## config.mk

```make
export PLATFORM = sky130hd
export DESIGN_NAME = idct_transpose_buffer
export DESIGN_NICKNAME = d
export VERILOG_FILES = /design/src/rtl/idct_transpose_buffer.sv
export SDC_FILE = /design/constraint.sdc
export NUM_CORES = 2
export LEC_CHECK = 0
export CAP_MARGIN = 20
export CORE_ASPECT_RATIO = 0.8
export CORE_UTILIZATION = 60
export DETAILED_ROUTE_END_ITERATION = 10
export PLACE_DENSITY = 0.78
export SLEW_MARGIN = 20
export SYNTH_ARGS = -nofsm -noshare
export SYNTH_HDL_FRONTEND = slang
export SYNTH_SLANG_ARGS = --single-unit
```

## constraint.sdc

```tcl
create_clock -name clk_in -period 3.34 [get_ports clk_in]
set_input_delay 0.668 -clock clk_in [delete_from_list [all_inputs] [get_ports clk_in]]
set_output_delay 0.668 -clock clk_in [all_outputs]
set_load 0.02 [all_outputs]
```

## src/rtl/idct_transpose_buffer.sv

```systemverilog
`timescale 1ns/1ps
`default_nettype none
// ============================================================================
// Module   : idct_transpose_buffer
// Brief    : Ping-pong 8x8 transpose buffer between IDCT row and column passes.
// Revision : 1.0 - initial release
// ============================================================================
module idct_transpose_buffer #(
    parameter int WIDTH = 12
) (
    input  logic             clk_in,
    input  logic             rst_in,
    input  logic             row_valid_in,
    output logic             row_ready_out,
    input  logic [WIDTH-1:0] row_in_0,
    input  logic [WIDTH-1:0] row_in_1,
    input  logic [WIDTH-1:0] row_in_2,
    input  logic [WIDTH-1:0] row_in_3,
    input  logic [WIDTH-1:0] row_in_4,
    input  logic [WIDTH-1:0] row_in_5,
    input  logic [WIDTH-1:0] row_in_6,
    input  logic [WIDTH-1:0] row_in_7,
    output logic             col_valid_out,
    input  logic             col_ready_in,
    output logic [WIDTH-1:0] col_out_0,
    output logic [WIDTH-1:0] col_out_1,
    output logic [WIDTH-1:0] col_out_2,
    output logic [WIDTH-1:0] col_out_3,
    output logic [WIDTH-1:0] col_out_4,
    output logic [WIDTH-1:0] col_out_5,
    output logic [WIDTH-1:0] col_out_6,
    output logic [WIDTH-1:0] col_out_7,
    output logic [2:0]       col_idx_out,
    output logic             col_last_out
);

    localparam logic [2:0] C_LAST_IDX = 3'd7;

    logic [WIDTH-1:0] r_bank [2][8][8];
    logic             r_wr_bank;
    logic             r_rd_bank;
    logic [2:0]       r_wr_row;
    logic [2:0]       r_rd_col;
    logic [1:0]       r_bank_full;

    logic [1:0]       w_bank_full_nxt;
    logic [WIDTH-1:0] w_row [8];
    logic [WIDTH-1:0] w_col [8];
    logic             w_row_acc;
    logic             w_col_acc;
    logic             w_row_done;
    logic             w_col_done;

    assign w_row[0] = row_in_0;
    assign w_row[1] = row_in_1;
    assign w_row[2] = row_in_2;
    assign w_row[3] = row_in_3;
    assign w_row[4] = row_in_4;
    assign w_row[5] = row_in_5;
    assign w_row[6] = row_in_6;
    assign w_row[7] = row_in_7;

    // Handshake status depends only on registers, never on the partner's valid/ready.
    assign row_ready_out = !r_bank_full[r_wr_bank];
    assign col_valid_out = r_bank_full[r_rd_bank];
    assign col_idx_out   = r_rd_col;
    assign col_last_out  = col_valid_out && (r_rd_col == C_LAST_IDX);

    assign w_row_acc  = row_valid_in && row_ready_out;
    assign w_col_acc  = col_valid_out && col_ready_in;
    assign w_row_done = w_row_acc && (r_wr_row == C_LAST_IDX);
    assign w_col_done = w_col_acc && (r_rd_col == C_LAST_IDX);

    generate
        for (genvar r = 0; r < 8; r++) begin : g_col_lane
            assign w_col[r] = r_bank[r_rd_bank][r][r_rd_col];
        end
    endgenerate

    assign col_out_0 = w_col[0];
    assign col_out_1 = w_col[1];
    assign col_out_2 = w_col[2];
    assign col_out_3 = w_col[3];
    assign col_out_4 = w_col[4];
    assign col_out_5 = w_col[5];
    assign col_out_6 = w_col[6];
    assign col_out_7 = w_col[7];

    // Set and clear never hit the same bank: writes need it empty, reads need it full.
    always_comb begin
        w_bank_full_nxt = r_bank_full;
        if (w_row_done) begin
            w_bank_full_nxt[r_wr_bank] = 1'b1;
        end
        if (w_col_done) begin
            w_bank_full_nxt[r_rd_bank] = 1'b0;
        end
    end

    always_ff @(posedge clk_in or negedge rst_in) begin
        if (!rst_in) begin
            r_wr_bank   <= 1'b0;
            r_rd_bank   <= 1'b0;
            r_wr_row    <= 3'd0;
            r_rd_col    <= 3'd0;
            r_bank_full <= 2'b00;
        end else begin
            r_bank_full <= w_bank_full_nxt;
            if (w_row_acc) begin
                if (w_row_done) begin
                    r_wr_bank <= !r_wr_bank;
                    r_wr_row  <= 3'd0;
                end else begin
                    r_wr_row  <= r_wr_row + 3'd1;
                end
            end
            if (w_col_acc) begin
                if (w_col_done) begin
                    r_rd_bank <= !r_rd_bank;
                    r_rd_col  <= 3'd0;
                end else begin
                    r_rd_col  <= r_rd_col + 3'd1;
                end
            end
        end
    end

    // Sample storage is cleared on reset so no pre-reset data can resurface.
    always_ff @(posedge clk_in or negedge rst_in) begin
        if (!rst_in) begin
            for (int b = 0; b < 2; b++) begin
                for (int r = 0; r < 8; r++) begin
                    for (int c = 0; c < 8; c++) begin
                        r_bank[b][r][c] <= '0;
                    end
                end
            end
        end else if (w_row_acc) begin
            for (int c = 0; c < 8; c++) begin
                r_bank[r_wr_bank][r_wr_row][c] <= w_row[c];
            end
        end
    end

endmodule
`default_nettype wire

```

==> metrics.yaml <==
floorplanning:
  num_rows: 110
  design.core.area_um2: 113000
  fp.dieArea_um2: 116000
  initial_utilization: 0.609
  die_x_um: 381
  ios: 202
  die_h_um: 305
synthesis:
  synth_area_leader_cell: "dfrtp_1"
  synth_top_area_frac: 0.562
  mappedNetlistNets: 4310
  synth.area.top_cells: "dfrtp_1 (56%), mux2_2 (24%), mux4_2 (13%)"
  avgSynthCellArea_um2: 16.4
  synth_edf_count: 0
  ys_top_cells_by_count: "dfrtp_1 (1546), mux2_2 (1491), mux4_2 (384), a22oi_1 (192), clkbuf_1 (175)"
  syn_inst: 4206
  yosysUniqueCellTypes: 29
  yosysSeqAreaShare: 0.562
  ys_seq_elements: 1546
  synth.most_common_cell: "dfrtp_1"
  yosysWarnings: 0
  synthFlopType: "dfrtp_1"
  synthArstFlopShare: 1.00
  synth_area_um2: 68800
clock_tree:
  clock_latency_ps: 800
  cts_sinks: 1546
  htree_levels: 4
  cts_buffers: 151
  cts_max_path_buffers: 3
  clkTransAtPathRegs_ps: 60
  cts_root_buf: "clkbuf_16"
  cts_tree: "done"
cells_and_area:
  fillCellCount: 6744
  seq_area_um2: 38700
  area_delta_synth_final_pct: 20.5
  final_layout_size_suffix_gt1_frac: 0.620
  multiInputGateArea_um2: 29700
  nets: 4669
global_route:
  antenna_found_initial: 38
  first_global_vias: 43700
  grt_max_degree: 122
  track_usage: 0.342
  grt_pass1_wl_um: 292000
  grt_overflow_total: 0
worst_setup_path:
  cp_max_fo: 6
  reg2reg_slack_ps: 910
  arrival_ps: 3050
  critPathRequiredTime_ps: 2670
  critPathKind: "reg2out"
  crit_path_start_kind: "flop"
  end_kind: "output pin"
detailed_routing:
  firstDrtPassIters: 5
  route.detailed.drc: 0
  routed_wl_um: 196000
  drtIter0Drc: 3250
  viasPerCell: 6.63
  drtAntennaViolNets: 0
  vias: 41200
  wl_per_cell_um: 31.6
timing:
  worst_pin_slew_ps: 1200
  hold_viol: 0
  timing.final.crit_period_ps: 3720
  rsz0062_at_grt: "true"
  drv_slew: 0
  finalCritPeriodShare: 1.11
  max_freq_ghz: 0.269
  layout_setup_ws_ps: -380
  setup_violations: 96
  hold_slack_ps: 488
  skew_ps: 32.2
  slew_headroom: 0.200
placed_design:
  routabilityCongestion: 0.828
  dp_slack_ps: -249
  hpwl_um: 124000
  portBuffers: 201
status:
  violations: "negative setup slack"
  status: "finished, violations left"
power_and_ir_drop:
  p_leak_nw: 36.9
  vdd_ir_drop_max_mv: 1.00
  power_per_cell_area_nw_per_um2: 1080
flow_run:
  maxCapViolCount: 0
worst_hold_path:
  hold_path.class: "reg2reg"
[sequential cells by signal, indices dropped and copies added, names as in the netlist]
register     cells
col_idx_out      3
r_bank        1536
r_bank_full      2
r_rd_bank        1
r_wr_bank        1
r_wr_row         3
[worst max-delay path, stage by stage, from the launching register on]
cell and delay [ps]:
dfrtp_4 460, buf_12 140, buf_12 150, buf_16 170, buf_12 150, mux4_2 540, a22oi_2 310, nand2_2 160
buf_6 170
[layout by cell type (no fill, tap or decap), types with 3 or more instances in the layout]
cell type	netlist	layout
mux2_2	1491	1491
buf_2	164	5
a22oi_2	0	166
nand2_4	0	44
inv_6	0	7
clkinv_8	0	5
mux4_2	384	384
buf_4	19	147
buf_12	0	124
clkdlybuf4s50_1	0	103
clkinv_2	0	15
nand2_2	0	41
nand2_1	110	24
buf_6	9	173
nor2b_4	0	6
clkinvlp_4	0	3
buf_16	0	17
nor2b_1	11	5
mux2_1	12	12
ha_1	4	4
nor2_1	5	3
diode_2	0	10
bufbuf_16	0	3
a22oi_1	192	26
clkbuf_8	0	38
mux2_4	40	40
clkbuf_1	175	44
buf_8	0	16
bufinv_16	0	8
dfrtp_1	1546	1544
clkbuf_16	0	160
[power breakdown]
group	switching, mW	internal [mW]
Sequential	4.64	27.3
Clock	7.47	9.89
Combinational	18.2	22.3
[final timing paths]
| path | from | endpoint | depth (start not counted) |
|---|---|---|---|
| setup reg to reg | r_wr_bank | r_bank[786] | 4 |
| min in group asynchronous | rst_in | r_bank[300] | 2 |
| setup / recovery | r_rd_bank | col_out_6[2] | 8 |
| max in group asynchronous | rst_in | r_bank[1114] | 3 |
| hold / removal | r_bank[1209] | r_bank[1209] | 1 |
| hold reg to reg | r_bank[1209] | r_bank[1209] | 1 |
[stage by stage]
step                      std cells  utilization  power [mW]  setup TNS (ps)  cell area, um^2
after floorplan                4206            -        52.1               0            68800
after global routing           6206        0.733        93.3          -25890            83000
after CTS                      6152        0.721        87.0          -25360            81600
after detailed placement       5803        0.657        66.1            -655            74400
after global placement         5803        0.657        64.9            -628            74400
final                          6208        0.733        89.7          -21100            83000
[area by class of cell]
type	count	area share
Antenna cell	10	0.000302
Clock buffer	233	0.0538
Clock inverter	41	0.00664
Multi-Input combinational cell	2267	0.358
Sequential cell	1546	0.466
Tap cell	1512	0.0228
Timing Repair Buffer	599	0.0921
[cells by family (layout without fill, tap and decap cells)]
| group | Yosys count | count (layout) | share of synthesized area |
|---|---|---|---|
| AND/OR/NAND/NOR | 135 | 135 | 0.00887 |
| adder cells (fa/ha/maj) | 4 | 4 | 0.000727 |
| buffers and inverters | 393 | 873 | 0.0265 |
| AO/OA/AOI/OAI | 200 | 200 | 0.0216 |
| multiplexers | 1928 | 1928 | 0.380 |
| other | 0 | 10 | 0 |
| flip-flops | 1546 | 1546 | 0.562 |
[per-layer routing]
| layer | vias to the layer above | track usage | wire length (um) |
|---|---|---|---|
| met4 | 34 | 0.113 | 5760 |
| li1 | 16500 | - | - |
| met2 | 1540 | 0.513 | 91500 |
| met5 | - | 0 | 206 |
| met3 | 308 | 0.0857 | 15800 |
| met1 | 22800 | 0.493 | 82800 |
[repair_timing]
item,CTS,global route
hold buffers,1,0
resized for setup,652,257
pin swaps,101,113
cloned,16,9
endpoints found under the setup margin,97,96
setup buffers,61,52
endpoints found under the hold margin,54,0
Power figures use the tool's default switching activity.
